File: config.mk
export PLATFORM = sky130hd
export DESIGN_NAME = trng_word_packer
export DESIGN_NICKNAME = d
export VERILOG_FILES = /design/src/rtl/trng_word_packer.sv
export SDC_FILE = /design/constraint.sdc
export NUM_CORES = 1
export LEC_CHECK = 0
export ABC_AREA = 1
export ABC_CLOCK_PERIOD_IN_PS = 2500
export CORE_UTILIZATION = 52
export DETAILED_ROUTE_END_ITERATION = 10
export PLACE_DENSITY_LB_ADDON = 0.05
export SYNTH_ARGS = -nofsm -noshare
export SYNTH_HDL_FRONTEND = slang
export SYNTH_SLANG_ARGS = --single-unit
File: constraint.sdc
create_clock -name clk -period 2.5 [get_ports clk]
set_input_delay 0.25 -clock clk [delete_from_list [all_inputs] [get_ports clk]]
set_output_delay 0.25 -clock clk [all_outputs]
set_load 0.01 [all_outputs]
File: src/rtl/trng_word_packer.sv
`default_nettype none
// ============================================================================
// Module   : trng_word_packer
// Brief    : Packs the accepted TRNG bits into words LSB-first, queues them
//            in a small FIFO, and runs a repetition-count health test.
// Revision : 1.0 - initial release
// ============================================================================
module trng_word_packer #(
    parameter int WORD_W     = 8,
    parameter int FIFO_DEPTH = 4,
    parameter int REP_LIMIT  = 32
) (
    input  logic                          clk,
    input  logic                          reset,
    input  logic                          bit_valid,
    input  logic                          bit_in,
    input  logic                          clear,
    output logic                          word_valid,
    input  logic                          word_ready,
    output logic [WORD_W-1:0]             word_data,
    output logic [$clog2(FIFO_DEPTH):0]   fifo_count,
    output logic                          overflow,
    output logic [15:0]                   drop_count,
    output logic                          health_fail
);

    localparam int c_PTR_W = $clog2(FIFO_DEPTH);
    localparam int c_CNT_W = $clog2(FIFO_DEPTH) + 1;
    localparam int c_BIT_W = $clog2(WORD_W);
    localparam int c_RUN_W = $clog2(REP_LIMIT + 1);

    localparam logic [c_BIT_W-1:0] c_LAST_BIT  = c_BIT_W'(WORD_W - 1);
    localparam logic [c_RUN_W-1:0] c_REP_LIMIT = c_RUN_W'(REP_LIMIT);
    localparam logic [c_CNT_W-1:0] c_DEPTH     = c_CNT_W'(FIFO_DEPTH);

    logic [WORD_W-2:0]   r_shift;
    logic [c_BIT_W-1:0]  r_bit_cnt;
    logic [c_RUN_W-1:0]  r_run;
    logic                r_last_bit;
    logic                r_health_fail;

    logic [WORD_W-1:0]   r_mem [FIFO_DEPTH];
    logic [c_PTR_W-1:0]  r_wr_ptr;
    logic [c_PTR_W-1:0]  r_rd_ptr;
    logic [c_CNT_W-1:0]  r_count;
    logic                r_overflow;
    logic [15:0]         r_drop_count;

    logic                w_accept;
    logic [c_RUN_W-1:0]  w_run_next;
    logic                w_trip;
    logic                w_pack;
    logic                w_push;
    logic [WORD_W-1:0]   w_word;
    logic                w_pop;
    logic                w_drop;
    logic                w_write;

    assign w_accept   = bit_valid && !r_health_fail && !clear;
    // A run restarts on the first bit after reset/clear or on any bit change.
    assign w_run_next = (r_run == '0 || bit_in != r_last_bit) ? c_RUN_W'(1)
                                                              : r_run + c_RUN_W'(1);
    assign w_trip     = w_accept && (w_run_next == c_REP_LIMIT);
    assign w_pack     = w_accept && !w_trip;
    assign w_word     = {bit_in, r_shift};
    assign w_push     = w_pack && (r_bit_cnt == c_LAST_BIT);
    assign w_pop      = (r_count != '0) && word_ready;
    assign w_drop     = w_push && (r_count == c_DEPTH) && !w_pop;
    assign w_write    = w_push && !w_drop;

    always_ff @(posedge clk or negedge reset) begin
        if (!reset) begin
            r_shift       <= '0;
            r_bit_cnt     <= '0;
            r_run         <= '0;
            r_last_bit    <= 1'b0;
            r_health_fail <= 1'b0;
        end else if (clear) begin
            r_shift       <= '0;
            r_bit_cnt     <= '0;
            r_run         <= '0;
            r_last_bit    <= 1'b0;
            r_health_fail <= 1'b0;
        end else begin
            if (w_accept) begin
                r_run      <= w_run_next;
                r_last_bit <= bit_in;
            end
            if (w_trip) begin
                r_health_fail <= 1'b1;
                r_bit_cnt     <= '0;
            end else if (w_pack) begin
                r_shift   <= w_word[WORD_W-1:1];
                r_bit_cnt <= w_push ? '0 : r_bit_cnt + c_BIT_W'(1);
            end
        end
    end

    // When full with a pop, the write lands on the slot being popped this edge.
    always_ff @(posedge clk or negedge reset) begin
        if (!reset) begin
            for (int i = 0; i < FIFO_DEPTH; i++) begin
                r_mem[i] <= '0;
            end
            r_wr_ptr <= '0;
            r_rd_ptr <= '0;
            r_count  <= '0;
        end else begin
            if (w_write) begin
                r_mem[r_wr_ptr] <= w_word;
                r_wr_ptr        <= r_wr_ptr + c_PTR_W'(1);
            end
            if (w_pop) begin
                r_rd_ptr <= r_rd_ptr + c_PTR_W'(1);
            end
            if (w_write && !w_pop) begin
                r_count <= r_count + c_CNT_W'(1);
            end else if (w_pop && !w_write) begin
                r_count <= r_count - c_CNT_W'(1);
            end
        end
    end

    always_ff @(posedge clk or negedge reset) begin
        if (!reset) begin
            r_overflow   <= 1'b0;
            r_drop_count <= '0;
        end else if (clear) begin
            r_overflow   <= 1'b0;
            r_drop_count <= '0;
        end else if (w_drop) begin
            r_overflow <= 1'b1;
            if (r_drop_count != 16'hFFFF) begin
                r_drop_count <= r_drop_count + 16'd1;
            end
        end
    end

    assign word_valid  = (r_count != '0);
    assign word_data   = r_mem[r_rd_ptr];
    assign fifo_count  = r_count;
    assign overflow    = r_overflow;
    assign drop_count  = r_drop_count;
    assign health_fail = r_health_fail;

endmodule
`default_nettype wire

==> impl_metrics.env <==
export IMPL_areaGrowthSynthToFinish_pct=17.6
export IMPL_drive_gt1_share_pct=13.3
export IMPL_critPathSlowestCell="dfrtp_1"
export IMPL_postCtsHoldBufs=0
export IMPL_clock_path_buffers=2
export IMPL_insertion_delay_ps=340
export IMPL_ctsResizeCount=0
export IMPL_cts_root_buf="clkbuf_8"
export IMPL_worst_slew_margin_rel_pct=37.0
export IMPL_drt_pass1_iter_count=4
export IMPL_synthesis_nets=484
export IMPL_gp_congestion=0.928
export IMPL_ios=36
export IMPL_rr_startpoint="r_run[0]$_DFFE_PN0P_"
export IMPL_dpl_instance_area_mm2=0.00437
export IMPL_final_hold_viol_count=0
export IMPL_cp_required_ps=2740
export IMPL_slew_violations=0
export IMPL_worstMarginPinSlew_ps=945
export IMPL_synth_area_per_cell_um2=8.46
export IMPL_grt_max_degree=75
export IMPL_slowest_delay_ps=430
export IMPL_maxCapViolations=0
export IMPL_arrival_ps=2640
export IMPL_synth_edf_count=0
export IMPL_endpoint_kind="flip-flop"
export IMPL_rsz0062_at_grt="true"
export IMPL_fin_crit_sh_pct=96.2
export IMPL_fin_setup_tns_ps=0
export IMPL_synth_seq_cells=74
export IMPL_clock_sinks=74
export IMPL_wl_per_cell_um=13.7
export IMPL_power_leakage_nw=2.30
export IMPL_fmax_mhz=416
export IMPL_cts_setup_buffers=0
export IMPL_path_clk_slew_ps=80
export IMPL_hold_path_class="primary input to async pin"
export IMPL_synthTopCellsByCount="nand2_1 (128), dfrtp_1 (74), inv_1 (40)"
export IMPL_antenna_left=0
export IMPL_grt_overflow_total=0
export IMPL_netlist_instances=467
export IMPL_die_w_um=89.2
export IMPL_core_rowCount=31
export IMPL_netlist_area_mm2=0.00395
export IMPL_synth_async_sr_flop_share_pct=100
export IMPL_hpwlAfterDp_mm=5.65
export IMPL_timing_rr_end="fifo_count[1]$_DFFE_PN0P_"
export IMPL_ir_drop_uv=371
export IMPL_fin_skew_ps=9.32
export IMPL_ys_types=36
export IMPL_cp_cell_sequence="ha_2 > inv_1 > nand2_1 > a21oi_2 > nand2_1 > nor2_2 > nand3_4 > nand4_4 > inv_2 > ha_1 > inv_2 > fa_2 > mux2_2"
export IMPL_fin_util_pct=63.7
export IMPL_antenna_found_initial=0
export IMPL_setup_viol=0
export IMPL_layout_nets=525
export IMPL_die_h_um=89.2
export IMPL_grt_util_all_layers_pct=23.0
export IMPL_reg2regPathDepth=13
export IMPL_grt_pass1_wl_mm=14.1
export IMPL_yosys_area_top_type="dfrtp_1"
export IMPL_startpoint_type="flip-flop"
export IMPL_drc=0
export IMPL_yosys_top_cells_area="dfrtp_1 (47%), nand2_1 (12%), o21ai_0 (4.2%), inv_1 (3.8%), ha_1 (3.2%)"
export IMPL_grt_pass1_vias=2924
export IMPL_numCtsBuffers=9
export IMPL_power_density_mw_per_mm2=730
export IMPL_netlist_area_leader_share_pct=46.9
export IMPL_core_mm2=0.00729
export IMPL_start_util_pct=54.2
export IMPL_via_per_inst=5.21
export IMPL_antenna_cells=0
export IMPL_path_max_fanout=4
export IMPL_tritoncts="done"
export IMPL_p_total_mw=3.39
export IMPL_r2r_setup_slack_ps=100
export IMPL_port_buffers=35
export IMPL_fin_area_mm2=0.00465
export IMPL_worstSetupPathType="flip-flop to flip-flop"
export IMPL_num_vias=3189
export IMPL_synth_seq_area_share_pct=46.9
export IMPL_drtIter0Drc=181
export IMPL_routed_wl_mm=8.41
export IMPL_post_route_min_period_ps=2400
export IMPL_die_area_mm2=0.00795
export IMPL_ys_warn_count=0
export IMPL_status="complete, no violations"
export IMPL_htree_levels=3
export IMPL_yosysMostFrequentCell="nand2_1"
export IMPL_synth_top_flop_cell="dfrtp_1"
==> worst max-delay path, delay by kind of cell, from the launching register on <==
| kind | cells | cell delay, ps |
|---|---|---|
| and+or+nand+nor | 5 | 450 |
| AOI/OAI and AO/OA | 1 | 130 |
| adders and majority gates | 3 | 830 |
| muxes | 1 | 270 |
| DFF | 1 | 430 |
| buffers and inverters | 3 | 200 |
==> flip-flops by register name, indices dropped and copies added (netlist names) <==
register and count:
r_wr_ptr 2, health_fail 1, r_mem 32, r_last_bit 1, r_bit_cnt 3, r_rd_ptr 2
fifo_count 3, drop_count 16, overflow 1, r_shift 7, r_run 6
==> report_power, final <==
part / internal, mW / total, mW / leakage [nW] / switching (mW)
clock network: 0.770 / 1.24 / 0.131 / 0.470
logic: 0.389 / 0.826 / 1.16 / 0.437
registers: 1.25 / 1.33 / 1.01 / 0.0755
total: 2.41 / 3.39 / 2.30 / 0.983
==> routing by layer <==
metal,up-vias,part of all wire (%),GRT usage [%]
met5,-,0,0
li1,1601,-,-
met4,0,1.7,8.80
met3,17,4.3,3.14
met1,1487,47,33.4
met2,84,47,35.1
==> cells in the final DEF, fill, tap and decap left out, types with 2 or more instances in the layout <==
| cell | n |
|---|---|
| xor2_1 | 13 |
| buf_4 | 8 |
| a21oi_2 | 2 |
| inv_2 | 9 |
| nand3_1 | 18 |
| nor3_1 | 2 |
| o22ai_1 | 19 |
| nand4_1 | 5 |
| o21ai_0 | 33 |
| xnor2_1 | 2 |
| inv_1 | 38 |
| o21ai_1 | 24 |
| nand3b_1 | 10 |
| nor2_1 | 32 |
| nand2_2 | 13 |
| nand3_2 | 4 |
| clkdlybuf4s50_1 | 34 |
| nor2_4 | 4 |
| clkbuf_8 | 9 |
| nand2_1 | 128 |
| bufinv_16 | 4 |
| dfrtp_1 | 74 |
| nor2_2 | 3 |
| ha_1 | 9 |
==> cell families (layout without fill, tap and decap cells) <==
logic type               Yosys count  count (layout)  share of synthesized area [%]
AO/OA/AOI/OAI                     80              80                           10.8
XOR/XNOR                          16              16                           3.74
adder cells (fa/ha/maj)           11              11                           3.67
buffers and inverters             59             105                           7.12
flip-flops                        74              74                           46.9
multiplexers                       1               1                          0.285
AND/OR/NAND/NOR                  226             226                           27.5
==> per-stage QoR <==
stage	hold slack (ps)	std cells	setup WS (ps)
after global routing	125	612	-45.9
after detailed placement	460	596	-30.9
after CTS	86.2	612	81.5
final	38.2	612	95.6
after global placement	456	596	32.6
after floorplan	-45.6	467	29.3
==> worst max-delay path by stage <==
| stage | start | endpoint | slack [ps] | cells after the start |
|---|---|---|---|---|
| after global routing | r_run[0]$_DFFE_PN0P_ | fifo_count[1]$_DFFE_PN0P_ | -50 | 12 |
| after floorplan | r_run[0]$_DFFE_PN0P_ | fifo_count[1]$_DFFE_PN0P_ | 30 | 13 |
| after detailed placement | bit_in | fifo_count[1]$_DFFE_PN0P_ | -30 | 12 |
| final | r_run[0]$_DFFE_PN0P_ | fifo_count[1]$_DFFE_PN0P_ | 100 | 13 |
| after global placement | bit_in | fifo_count[1]$_DFFE_PN0P_ | 30 | 12 |
| after CTS | r_run[0]$_DFFE_PN0P_ | fifo_count[1]$_DFFE_PN0P_ | 80 | 13 |
==> layout make-up <==
class	count	area, µm²
Fill cell	668	2640
Clock inverter	6	138
Inverter	47	176
Multi-Input combinational cell	334	1830
Clock buffer	10	128
Sequential cell	74	1850
Tap cell	99	124
Timing Repair Buffer	42	400
No activity file was read; power rests on OpenSTA's default activity.
